### src/rtl/pc_unit.sv
// Program counter with sequential increment, jump, and an optional LIFO return stack.
// Define PC_STACK_EN to build the return stack; otherwise CALL acts as JUMP and RET as INC.
module pc_unit #(
  parameter int W        = 16,
  parameter int STEP     = 2,
  parameter int DEPTH    = 4,
  parameter int RESET_PC = 0
) (
  input  logic                   clock,
  input  logic                   reset,
  input  logic                   stall,
  input  logic [1:0]             op,
  input  logic [W-1:0]           target,
  output logic [W-1:0]           pc,
  output logic [$clog2(DEPTH):0] depth,
  output logic                   ovf,
  output logic                   unf
);

  localparam int DW = $clog2(DEPTH) + 1;

  logic [W-1:0] pc_r;
  logic [W-1:0] pc_nxt_s;
  logic [W-1:0] seq_pc_s;

  assign seq_pc_s = pc_r + W'(STEP);
  assign pc       = pc_r;

`ifdef PC_STACK_EN
  localparam int AW = (DEPTH > 1) ? $clog2(DEPTH) : 1;

  logic [W-1:0]  stack_r [DEPTH];
  logic [DW-1:0] depth_r;
  logic [DW-1:0] depth_nxt_s;
  logic          ovf_r;
  logic          ovf_nxt_s;
  logic          unf_r;
  logic          unf_nxt_s;
  logic          push_s;
  logic [AW-1:0] wr_idx_s;
  logic [AW-1:0] rd_idx_s;

  // depth_r counts valid entries, so it is the free slot and depth_r-1 is the top
  assign wr_idx_s = AW'(depth_r);
  assign rd_idx_s = AW'(depth_r - DW'(1));

  // Next-state decode of the op, including stack push/pop bookkeeping
  always_comb begin
    pc_nxt_s    = pc_r;
    depth_nxt_s = depth_r;
    ovf_nxt_s   = ovf_r;
    unf_nxt_s   = unf_r;
    push_s      = 1'b0;
    case (op)
      2'b00: pc_nxt_s = seq_pc_s;
      2'b01: pc_nxt_s = target;
      2'b10: begin
        pc_nxt_s = target;
        if (depth_r < DW'(DEPTH)) begin
          push_s      = 1'b1;
          depth_nxt_s = depth_r + DW'(1);
        end else begin
          ovf_nxt_s = 1'b1;
        end
      end
      2'b11: begin
        if (depth_r != DW'(0)) begin
          pc_nxt_s    = stack_r[rd_idx_s];
          depth_nxt_s = depth_r - DW'(1);
        end else begin
          pc_nxt_s  = seq_pc_s;
          unf_nxt_s = 1'b1;
        end
      end
      default: pc_nxt_s = pc_r;
    endcase
  end

  // Control state: reset overrides stall, stall freezes everything
  always_ff @(posedge clock) begin
    if (reset) begin
      pc_r    <= W'(RESET_PC);
      depth_r <= {DW{1'b0}};
      ovf_r   <= 1'b0;
      unf_r   <= 1'b0;
    end else if (!stall) begin
      pc_r    <= pc_nxt_s;
      depth_r <= depth_nxt_s;
      ovf_r   <= ovf_nxt_s;
      unf_r   <= unf_nxt_s;
    end
  end

  // Stack storage; contents are left as-is on reset since depth_r marks validity
  always_ff @(posedge clock) begin
    if (!reset && !stall && push_s) begin
      stack_r[wr_idx_s] <= seq_pc_s;
    end
  end

  assign depth = depth_r;
  assign ovf   = ovf_r;
  assign unf   = unf_r;
`else
  // Next-pc decode without a stack: CALL jumps, RET steps
  always_comb begin
    pc_nxt_s = pc_r;
    case (op)
      2'b00:   pc_nxt_s = seq_pc_s;
      2'b01:   pc_nxt_s = target;
      2'b10:   pc_nxt_s = target;
      2'b11:   pc_nxt_s = seq_pc_s;
      default: pc_nxt_s = pc_r;
    endcase
  end

  // PC register: reset overrides stall
  always_ff @(posedge clock) begin
    if (reset) begin
      pc_r <= W'(RESET_PC);
    end else if (!stall) begin
      pc_r <= pc_nxt_s;
    end
  end

  assign depth = {DW{1'b0}};
  assign ovf   = 1'b0;
  assign unf   = 1'b0;
`endif

endmodule
### config.mk
export PLATFORM = sky130hd
export DESIGN_NAME = pc_unit
export DESIGN_NICKNAME = d
export VERILOG_FILES = /design/src/rtl/pc_unit.sv
export SDC_FILE = /design/constraint.sdc
export NUM_CORES = 1
export LEC_CHECK = 0
export BUFFER_PORTS_ARGS = -buffer_cell sky130_fd_sc_hd__buf_2
export CAP_MARGIN = 30
export CORE_MARGIN = 5
export CORE_UTILIZATION = 40
export DETAILED_ROUTE_END_ITERATION = 12
export PLACE_DENSITY = 0.68
export SLEW_MARGIN = 30
export SYNTH_ARGS = -nofsm -noshare
export SYNTH_HDL_FRONTEND = slang
export SYNTH_SLANG_ARGS = --single-unit
### constraint.sdc
create_clock -name clock -period 2 [get_ports clock]
set_input_delay 0.2 -clock clock [delete_from_list [all_inputs] [get_ports clock]]
set_output_delay 0.2 -clock clock [all_outputs]
set_load 0.01 [all_outputs]
After elaboration in Yosys (flattened, before gate mapping) --
Cells that the tools add are included.
Cells by class: add/sub/neg operators 1, eq/ne operators 3, muxes and demuxes 1, reduce and logical (&&, ||, !) cells 3
Operators with widths (number):
- $pmux 16 s2 | 1
- $add 16x2->16 const B | 1
- $eq 2x2->1 const B | 2
- $reduce_or 2->1 | 2
- $eq 2x1->1 const B | 1
- $logic_not 2->1 | 1
Storage, ports and cells: register bits 16, input bits 21, output and inout bits 21, logic and storage cells 9

Logic depth before layout (Yosys ltp) --
word-level depth 3, gate-level depth with buffers 6, gate-level depth less buffers 5

Worst setup path before layout --
Ideal clock, no wire load.
path kind register to register, start register pc_r[3] (netlist: pc[3]), end register pc_r[14] (netlist: pc[14]), setup time 74 ps, arrival time 1694 ps, data required time 1926 ps, slack 232 ps, cell stages (with the launch flop) 5, buffers on the path 0, clock period less this slack 1768 ps, cell sequence dfxtp_1 nand4_4 or4_1 or4_1 a31oi_1
Between the ends: cells in the longest elaborated chain, start to end 2
Ends and longest elaborated chain:
- from (decl) | RTL line 22 | logic [W-1:0] pc_r;
- from (signal assigned) | RTL line 120 | pc_r <= W'(RESET_PC);
- from (signal assigned) | RTL line 122 | pc_r <= pc_nxt_s;
- $add 16x2->16 | RTL line 26 | assign seq_pc_s = pc_r + W'(STEP);
- $pmux 16 s2 | RTL line 108 | case (op)
Every way passes these cells. A chain may end at the register's enable or synchronous reset.

Worst setup path after layout --
start register pc_r[1] (netlist: pc[1]), end register pc_r[14] (netlist: pc[14])
Same word-level chain as after synthesis.

==> summary.txt <==
Run status
  • Outcome: finished clean

Clock tree
  • Clock Tree Buf Depth: 2
  • Clock-pin slew on the worst setup and hold paths: 0.10 ns
  • Post-cts resize count: 0
  • Number of setup buffers added after CTS: 0
  • CTS tree: done
  • CTS H-Tree Depth: 1
  • Cts bufs inserted: 3
  • Skew-Pair Late Insertion Delay: 0.28 ns
  • CTS sink count: 16
  • Root Buffer: clkbuf_4
  • Hold buffers post-CTS: 0

Synthesis
  • Seq/Total Area, Yosys: 0.3149
  • Ranking of synthesized cells by area: dfxtp_1, a21oi_1, nor3_1
  • Number of synthesized flops with an enable pin: 0
  • Dominant cell type by area after synthesis: dfxtp_1
  • Register bit total from synthesis: 16
  • Mapped Area: 1017 µm²
  • Share of the synthesized area in the top cell type: 0.3149
  • Netlist cell types: 40
  • Syn_area_per_cell: 7.535 µm²
  • Dominant synthesized flop cell: dfxtp_1
  • Yosys warnings: 0
  • Cells after Synth: 135
  • Async SR Flop Fraction: 0

Setup path
  • Arrival time at the worst endpoint: 2.11 ns
  • Crit-path cells: nand4_4, or4_1, or4_1, a31oi_1
  • CP peak stage delay: 0.56 ns
  • CP Class: reg -> reg
  • Req. time, crit path: 2.22 ns
  • Slowest CP cell: or4_1
  • Crit. End Element: flop
  • Worst path most repeated cell: or4_1
  • Crit path max fanout: 8
  • CP startpoint kind: flop

Die
  • Die Width: 60.43 µm
  • Die area: 3652 µm²
  • Core ar.: 2455 µm²
  • Top Ports: 42
  • Die Ht: 60.43 µm
  • Starting density of the core: 0.4144
  • Rows: 18

Timing
  • Worst Skew: 0.001877 ns
  • Final Slew Violations: 0
  • Final period demand of the worst path: 1.886 ns
  • Final setup fails: 0
  • Setup TNS: 0 ns
  • RSZ-0062 raised after global routing: false
  • Tcrit/Tclk final: 0.9431
  • Post-route worst setup slack: 0.1137 ns
  • Final Hold Viols: 0
  • Final hold slack: 0.1429 ns
  • FMAX: 530.1 MHz

Placement
  • Buffers on Ports: 36
  • DP HPWL: 2146 µm
  • Placed cells: 197
  • GPL Wtd Cong: 0.8366
  • Pre-CTS setup slack: 0.1444 ns

Global route
  • All-Layer GR Usage: 0.1640
  • Number of global-route vias before repair: 1046
  • Largest net degree at the start of global routing: 20
  • Initial antenna violation count: 0
  • GRT overflow: 0
  • First-pass GRT wire length: 4540 µm

Detailed routing
  • Vias/cell: 5.592
  • Routed WL: 2881 µm
  • DRC: 0
  • DR iter-0 viols: 25
  • Via Count: 1124
  • Detailed-router iteration count before antenna repair: 4
  • Post-DRT Antenna Nets: 0
  • Wirelength per Cell: 14.33 µm

Layout
  • Max FFs per register: 16
  • Commonest non-fill, non-tap cell in the layout: buf_2
  • Commonest non-fill, non-tap cells in the layout: buf_2, a21oi_1, dfxtp_1
  • Final nets: 194
  • Syn-to-layout area delta: 23.49%
  • Share of layout cells above drive strength 1: 0.2807
  • Post-Layout Cell Count: 201
  • Final core occ: 0.5117
  • N_diodes: 0
  • Total of fill cells in the finished design: 260

Power
  • Worst VDD drop: 0.4947 mV
  • Pwr Density: 614.3 nW/µm²
  • Pleak: 0.5130 nW

Worst hold path
  • Hold Crit Class: in -> reg

Job
  • Max_cap viols: 0
==> worst max-delay path, delay by kind of cell (launching register included) <==
family	cells	cell delay, ns
AND/OR/NAND/NOR	3	1.17
flip-flops	1	0.49
AO/OA/AOI/OAI	1	0.16
==> cell type report <==
| class | instances | area [µm²] | area share |
|---|---|---|---|
| multi-input cells | 103 | 618.1 | 0.4920 |
| flip-flops and latches | 16 | 320.3 | 0.2550 |
| clock buffers | 4 | 36.28 | 0.02888 |
| well taps | 30 | 37.54 | 0.02988 |
| repair buffers | 41 | 217.7 | 0.1733 |
| inverters | 7 | 26.28 | 0.02092 |
==> through the flow <==
stage / cell area [µm²] / power [mW]
after floorplan: 1032 / 0.4937
after global placement: 1220 / 0.5569
after detailed placement: 1220 / 0.5630
after CTS: 1256 / 0.7740
after global routing: 1256 / 0.8105
final: 1256 / 0.7717
==> report_power, final <==
| group | internal [mW] | switching (mW) |
|---|---|---|
| sequential | 0.342 | 0.0324 |
| combinational | 0.0770 | 0.104 |
| clock | 0.111 | 0.106 |
| total | 0.530 | 0.242 |
==> layer usage <==
metal	track usage	wire, µm
met5	0	0
met4	0.09598	36
met3	0.03191	181
met2	0.2685	1417
met1	0.2000	1246
==> synth_stat cells, drive strengths merged (2+ instances only) <==
cell     n
nand3    6
clkbuf   7
o21ai    9
o32ai    3
buf      6
nor4     6
a21oi   17
nor3    10
and3     3
a31oi    2
inv      7
and2     3
or4      2
a211oi   2
a22oi    2
nor2     5
nand2    8
dfxtp   16
nand4    4
==> worst paths after layout <==
check	end	slack, ns	cells past startpoint	startpoint
max	pc[14]	0.11	4	pc[1]
min	pc[0]	0.14	3	target[0]
max reg2reg	pc[14]	0.11	4	pc[1]
min reg2reg	pc[0]	0.47	2	pc[0]
==> kinds of logic after synthesis <==
logic type / after synthesis / share of synthesized area
buf+inv: 20 / 0.09226
fa+ha+maj: 1 / 0.01230
mux: 1 / 0.009840
flops: 16 / 0.3149
other cells: 1 / 0.003686
xor+xnor: 2 / 0.01722
simple gates: 52 / 0.2965
compound gates: 42 / 0.2534
No activity file was read; power rests on OpenSTA's default activity.
